### src/rtl/lut6_pkg.sv
// lut6_pkg: shared widths, write-FSM state type and beat-count helper for the LUT6 mask loader
package lut6_pkg;
  localparam int MASK_W = 64;
  localparam int LUT_IN_W = 6;
  typedef enum logic [1:0] {IDLE, LOAD, COMMIT} wr_state_e;
  function automatic int beats_per_mask(input int beat_w);
    return MASK_W / beat_w;
  endfunction
endpackage

### src/rtl/lut6_mask_rd.sv
// lut6_mask_rd: registered 64:1 mask read; ports clk/rst_n, en (lookup strobe), hit (index in range), mask, din (LUT address) -> dout (held when en is low)
module lut6_mask_rd
  import lut6_pkg::*;
(
  input  logic                clk,
  input  logic                rst_n,
  input  logic                en,
  input  logic                hit,
  input  logic [MASK_W-1:0]   mask,
  input  logic [LUT_IN_W-1:0] din,
  output logic                dout
);
  always_ff @(posedge clk or negedge rst_n)
    if (!rst_n) dout <= 1'b0;
    else if (en) dout <= hit && mask[din];
endmodule

### src/rtl/lut6_mask_loader.sv
// lut6_mask_loader: runtime-writable bank of 6-input LUT masks; ports: wr_* beat stream (valid/ready, idx on first beat, LSB-first data, last), lk_* registered lookup -> out_valid/out_dout, busy, sticky err_frame, commit_pulse
module lut6_mask_loader
  import lut6_pkg::*;
#(
  parameter int                NUM_LUTS   = 8,
  parameter int                BEAT_W     = 16,
  parameter logic [MASK_W-1:0] RESET_MASK = 64'h80000000_00000000,
  localparam int               IDX_W      = (NUM_LUTS > 1) ? $clog2(NUM_LUTS) : 1
) (
  input  logic                clk,
  input  logic                rst_n,
  input  logic                wr_valid,
  output logic                wr_ready,
  input  logic [IDX_W-1:0]    wr_idx,
  input  logic [BEAT_W-1:0]   wr_data,
  input  logic                wr_last,
  input  logic                lk_valid,
  input  logic [IDX_W-1:0]    lk_idx,
  input  logic [LUT_IN_W-1:0] lk_din,
  output logic                out_valid,
  output logic                out_dout,
  output logic                busy,
  output logic                err_frame,
  output logic                commit_pulse
);
  localparam int BPM = beats_per_mask(BEAT_W);
  localparam int CNT_W = (BPM > 1) ? $clog2(BPM) : 1;
  localparam logic [IDX_W:0] LUTS = (IDX_W + 1)'(NUM_LUTS);
  localparam logic [CNT_W-1:0] FINAL = CNT_W'(BPM - 1);
  wr_state_e state, next;
  logic run, acc, is_final, bad, lk_hit;
  logic [CNT_W-1:0] cnt, pos;
  logic [IDX_W-1:0] idx_q, lk_sel;
  logic [MASK_W-1:0] shadow, shadow_wr;
  logic [MASK_W-1:0] masks [NUM_LUTS];
  // run keeps wr_ready low while in reset and until the first edge after release
  assign acc = wr_valid && wr_ready;
  assign pos = (state == IDLE) ? '0 : cnt;
  assign is_final = pos == FINAL;
  // wr_last must coincide exactly with the final beat position
  assign bad = acc && (wr_last != is_final);
  always_comb begin
    shadow_wr = shadow;
    shadow_wr[pos*BEAT_W +: BEAT_W] = wr_data;
  end
  always_comb next = (state == COMMIT) ? IDLE : !acc ? state : bad ? IDLE : is_final ? COMMIT : LOAD;
  always_comb begin
    wr_ready = run && state != COMMIT;
    busy = state != IDLE;
    commit_pulse = state == COMMIT;
  end
  always_ff @(posedge clk or negedge rst_n)
    if (!rst_n) begin
      state <= IDLE;
      run <= 1'b0;
      cnt <= '0;
      idx_q <= '0;
      shadow <= '0;
      err_frame <= 1'b0;
    end else begin
      state <= next;
      run <= 1'b1;
      if (acc) cnt <= (next == LOAD) ? pos + CNT_W'(1) : '0;
      if (acc && state == IDLE) idx_q <= wr_idx;
      shadow <= (state == COMMIT || bad) ? '0 : acc ? shadow_wr : shadow;
      err_frame <= err_frame || bad;
    end
  always_ff @(posedge clk or negedge rst_n)
    if (!rst_n) for (int i = 0; i < NUM_LUTS; i++) masks[i] <= RESET_MASK;
    else if (state == COMMIT && {1'b0, idx_q} < LUTS) masks[idx_q] <= shadow;
  assign lk_hit = {1'b0, lk_idx} < LUTS;
  assign lk_sel = lk_hit ? lk_idx : '0;
  always_ff @(posedge clk or negedge rst_n)
    if (!rst_n) out_valid <= 1'b0;
    else out_valid <= lk_valid;
  lut6_mask_rd u_rd (
    .clk  (clk),
    .rst_n(rst_n),
    .en   (lk_valid),
    .hit  (lk_hit),
    .mask (masks[lk_sel]),
    .din  (lk_din),
    .dout (out_dout)
  );
endmodule

### config.mk
export PLATFORM = sky130hd
export DESIGN_NAME = lut6_mask_loader
export DESIGN_NICKNAME = d
export VERILOG_FILES = /design/src/rtl/lut6_pkg.sv /design/src/rtl/lut6_mask_rd.sv /design/src/rtl/lut6_mask_loader.sv
export SDC_FILE = /design/constraint.sdc
export NUM_CORES = 1
export LEC_CHECK = 0
export ABC_AREA = 1
export CAP_MARGIN = 25
export CELL_PAD_IN_SITES_DETAIL_PLACEMENT = 0
export CELL_PAD_IN_SITES_GLOBAL_PLACEMENT = 1
export CORE_MARGIN = 5
export CORE_UTILIZATION = 40
export DETAILED_ROUTE_END_ITERATION = 10
export GPL_TIMING_DRIVEN = 0
export PLACE_DENSITY = 0.69
export SETUP_SLACK_MARGIN = 0.02
export SYNTH_ARGS = -nofsm -noshare
export SYNTH_HDL_FRONTEND = slang
export SYNTH_HIERARCHICAL = 1
export SYNTH_SLANG_ARGS = --single-unit
### constraint.sdc
create_clock -name clk -period 3 [get_ports clk]
set_input_delay 0.45 -clock clk [delete_from_list [all_inputs] [get_ports clk]]
set_output_delay 0.45 -clock clk [all_outputs]
set_load 0.01 [all_outputs]
==> impl_summary.md <==
Critical path
In this design, the stage delay of the slowest critical-path cell is 430 ps. The number of cells on the worst reg-to-reg path is 15. Data on the critical path arrives at its endpoint at 3300 ps. The worst-path maximum fanout is 10. The setup slack on the worst flop-to-flop path is 200 ps. The critical path in this run is classified as flop to flop. The cell with the biggest individual delay on the critical path is sky130_fd_sc_hd__dfrtp_1. Counting stages on the worst path, the most repeated cell is sky130_fd_sc_hd__nand2_1.

The critical path contains buffers and inverters numbering 6 combined. The endpoint identified for the worst register-to-register timing path is shadow[39]. The nature of the critical path startpoint is a flop. Walking the worst path, the cells encountered are inv_1 -> nand2_1 -> buf_2 -> nand2_1 -> inv_1 -> ha_1 -> nor2_1 -> inv_1 -> nand2_1 -> nor2_1 -> nor2_4 -> buf_12 -> buf_2 -> nand4_1 -> nand2_1.

For the worst setup path, the data required time is 3500 ps. In this run the critical register-to-register path is launched from state[1]. STA classifies the critical path endpoint as a flop.

Among cell families on the critical path, the largest total delay comes from simple AND/OR/NAND/NOR gates.

Clock network
CTS placed an instance of sky130_fd_sc_hd__clkbuf_16 at the clock tree root. The clock passes through at most 3 buffers. The maximum level of the CTS H-tree is 3. The count of clock tree sinks is 587. The later pin in the worst-skew pair is clocked with a latency of 610 ps. TritonCTS built the clock tree. After clock tree synthesis, the clock-pin slew on the worst setup and hold paths is 60 ps. TritonCTS created 69 clock buffers.

Global routing
The via count of the first global-routing pass is 24,013. The total overflow left after global routing is 0. The initial antenna violation count is 2. Entering global routing, the biggest net connects 120 pins.

The total global-route track usage is 0.252. The first-pass GRT wire length is 144,000 µm.

STA
Setup repair after global routing could not meet its margin everywhere. The number of failing hold endpoints at the final stage came to 0. In the finished design, the share of the clock period the worst path needs comes to 0.933. The max-slew violation count is 0. The total negative slack is 0 ps. For the pin with the worst max-slew slack, the measured transition is 844 ps. Static timing analysis puts the maximum clock frequency at 357 MHz. The final setup violation count is 0. The normalized max-slew margin is 0.437. The post-route clock skew is 25.0 ps. The clock period minus worst slack is 2800 ps.

Logic synthesis
The synthesized design contains 587 register bits. Ranked by total cell area, the synthesized netlist is headed by sky130_fd_sc_hd__dfrtp_1 53%, sky130_fd_sc_hd__o21ai_0 14%, sky130_fd_sc_hd__nand2_1 12%, sky130_fd_sc_hd__nor2_1 5.2%, sky130_fd_sc_hd__a21oi_1 2.3%. The fraction of the yosys area taken by sequential cells is 0.536. The cell area that synthesis handed to floorplanning was 27,400 µm². Summed over all instances, the cell type with the most area after synthesis is sky130_fd_sc_hd__dfrtp_1. The count of warnings emitted by yosys is 6. Of the post-synthesis cell area, the dominant cell type holds 0.528. The count of mapped cells out of synthesis is 3,454. Synthesis instantiated 30 different standard cells from the library. The post-synthesis area per instance is 7.94 µm².

Final layout
The final non-filler cell area is 31,400 µm². Of the cells placed in the final design, the portion with a size suffix greater than 1 is 0.0738. For this run, the share of the core covered by cells in the final layout is 0.460.

From synthesis to final layout, the design area changed by 14.5%. The repair_antennas step left the layout with diodes totalling 0. The net count of the finished layout is 3,609. The filler-free cell count of the finished design is 4,500.

Detailed routing
In the final routed layout, each cell accounts on average for 20.9 µm. Using the TritonRoute via totals, the vias-per-cell ratio works out to 5.42. For this run, design rule violations remaining after detail routing come to 0. The total vias in the final route is 24,395. The number of optimization iterations in the first detailed-route pass is 5.

The aggregate routed wire length is 94,200 µm. After the first detailed-routing iteration, the DRC count stood at 2,040. The antenna violation net count after detailed routing is 0.

Pwr
Summed over all cells, the static leakage comes to 14.1 nW. The power per cell area is 713 nW/µm². The total power is 22.4 mW. The share of total power dissipated in sequential elements is 0.424. The worst-case IR drop observed on VDD is 0.448 mV. Summed over all nets, the switching power comes to 7.04 mW. The internal power summed over all cells is 15.4 mW.

Of the total power, the clock network draws 0.379. The switching part of the total is 0.314. Of the total power, combinational logic draws 0.197.

Placement
The final HPWL from detailed placement is 68,400 µm. The count of input and output buffers is 34. The routability-driven placement congestion ratio is 0.891. The placed instances occupy a cell area of 29,100 µm². The count of placed standard cells including taps is 4,381.

Die
The starting utilization of the core area is 0.402. Row generation in the floorplan step produced 96 rows. The number of top-level pins is 39. The floorplan die area is 73,900 µm². The die boundary height is 272 µm. In this run the horizontal extent of the chip is 272 µm. After floorplanning, the core was sized to cover 68,300 µm².

Run
The count of max-cap constraint violations is 0.

Min path
The worst min-delay path endpoint is out_valid. In this run the most critical hold path is launched from lk_valid. The worst hold-check path type is input port to flop. The cell depth of the worst min-delay path is 1.

Status
The run finished with clean final reports.
flip-flops by register name, indices dropped and copies added (netlist names):
name and cells:
masks 512, shadow 64, idx_q 3, cnt 2, state 2, err_frame 1
out_valid 1, run 1, u_rd/dout 1
stage by stage:
step                      setup WS [ps]  hold slack, ps
after floorplan                     838             154
after global placement           -24480             453
after detailed placement          -1120             428
after CTS                           117             315
after global routing               14.4             334
final                               201             343
cell usage in the layout, fill, tap and decap left out, types with 2 or more instances in the layout:
cell type	instances
sky130_fd_sc_hd__a21oi_1	127
sky130_fd_sc_hd__a21oi_2	6
sky130_fd_sc_hd__buf_1	9
sky130_fd_sc_hd__buf_16	5
sky130_fd_sc_hd__buf_2	77
sky130_fd_sc_hd__buf_4	21
sky130_fd_sc_hd__buf_6	15
sky130_fd_sc_hd__buf_8	5
sky130_fd_sc_hd__bufinv_16	5
sky130_fd_sc_hd__clkbuf_1	155
sky130_fd_sc_hd__clkbuf_16	72
sky130_fd_sc_hd__clkbuf_2	4
sky130_fd_sc_hd__clkbuf_8	13
sky130_fd_sc_hd__clkdlybuf4s50_1	32
sky130_fd_sc_hd__clkinv_2	10
sky130_fd_sc_hd__conb_1	2
sky130_fd_sc_hd__dfrtp_1	579
sky130_fd_sc_hd__dfstp_2	8
sky130_fd_sc_hd__ha_1	6
sky130_fd_sc_hd__inv_1	150
sky130_fd_sc_hd__inv_2	5
sky130_fd_sc_hd__inv_6	4
sky130_fd_sc_hd__nand2_1	886
sky130_fd_sc_hd__nand2_2	5
sky130_fd_sc_hd__nand3_1	79
sky130_fd_sc_hd__nand4_1	96
sky130_fd_sc_hd__nor2_1	379
sky130_fd_sc_hd__nor2_2	3
sky130_fd_sc_hd__nor2_4	2
sky130_fd_sc_hd__nor3_1	16
sky130_fd_sc_hd__nor3_2	2
sky130_fd_sc_hd__o21ai_0	753
sky130_fd_sc_hd__o21ai_1	79
worst max-delay path by stage:
stage / cells after the start / slack [ps] / start / end
2_1_floorplan: 11 / 840 / state[1] / shadow[22]
3_3_place_gp: 1 / -24480 / rst_n / masks[169]
3_5_place_dp: 19 / -1120 / lk_idx[0] / u_rd/dout
4_1_cts: 19 / 120 / lk_idx[0] / u_rd/dout
5_1_grt: 11 / 10 / state[1] / shadow[41]
6_report: 15 / 200 / state[1] / shadow[39]
power by group through the flow:
| stage | Clock (mW) | Combinational (mW) | Sequential (mW) |
|---|---|---|---|
| floorplan | 0 | 2.87 | 9.45 |
| detailed placement | 0 | 4.36 | 9.62 |
| CTS | 8.66 | 4.37 | 9.49 |
| global route | 8.97 | 4.95 | 9.60 |
| global placement | 0 | 4.22 | 9.62 |
| finish | 8.49 | 4.41 | 9.50 |
final cells by class:
| type | count | area [µm²] |
|---|---|---|
| plain buffers | 263 | 1270 |
| clock buffers | 100 | 2040 |
| clock inverters | 19 | 243 |
| fillers | 6817 | 36900 |
| inverters | 157 | 594 |
| multi-input cells | 2445 | 10900 |
| flip-flops and latches | 587 | 14700 |
| well taps | 882 | 1100 |
| repair buffers | 47 | 587 |
synthesized netlist by cell type, drive strengths merged:
master,instances
ha,6
nand4,96
or2,1
nand2,892
nor3,18
nand3,80
conb,1
dfrtp,579
dfstp,8
clkinv,1
nor2,384
a21oi,133
o21ai,832
nand3b,1
clkbuf,145
buf,121
inv,156
timing repair:
action | in CTS | in global routing
hold buffers | 1 | 0
setup endpoints to repair | 1 | 36
hold endpoints to repair | 55 | 0
resized for setup | 7 | 7
setup buffers | 0 | 2
pin swaps | 0 | 1
routing by layer:
layer | share of wire | track usage | wire length (µm)
met5 | 0 | 0 | 0
met4 | 0.037 | 0.0927 | 3530
met3 | 0.071 | 0.0482 | 6670
met2 | 0.45 | 0.400 | 42800
met1 | 0.44 | 0.346 | 41300
cell families after synthesis:
kind of cell,Yosys count,share of synthesized area
other,1,0.000137
adders and majority gates,6,0.00274
buffers and inverters,423,0.0675
AOI/OAI and AO/OA,965,0.177
and+or+nand+nor,1472,0.217
DFF,587,0.536
Note: power is estimated with default switching activity, not from simulation.
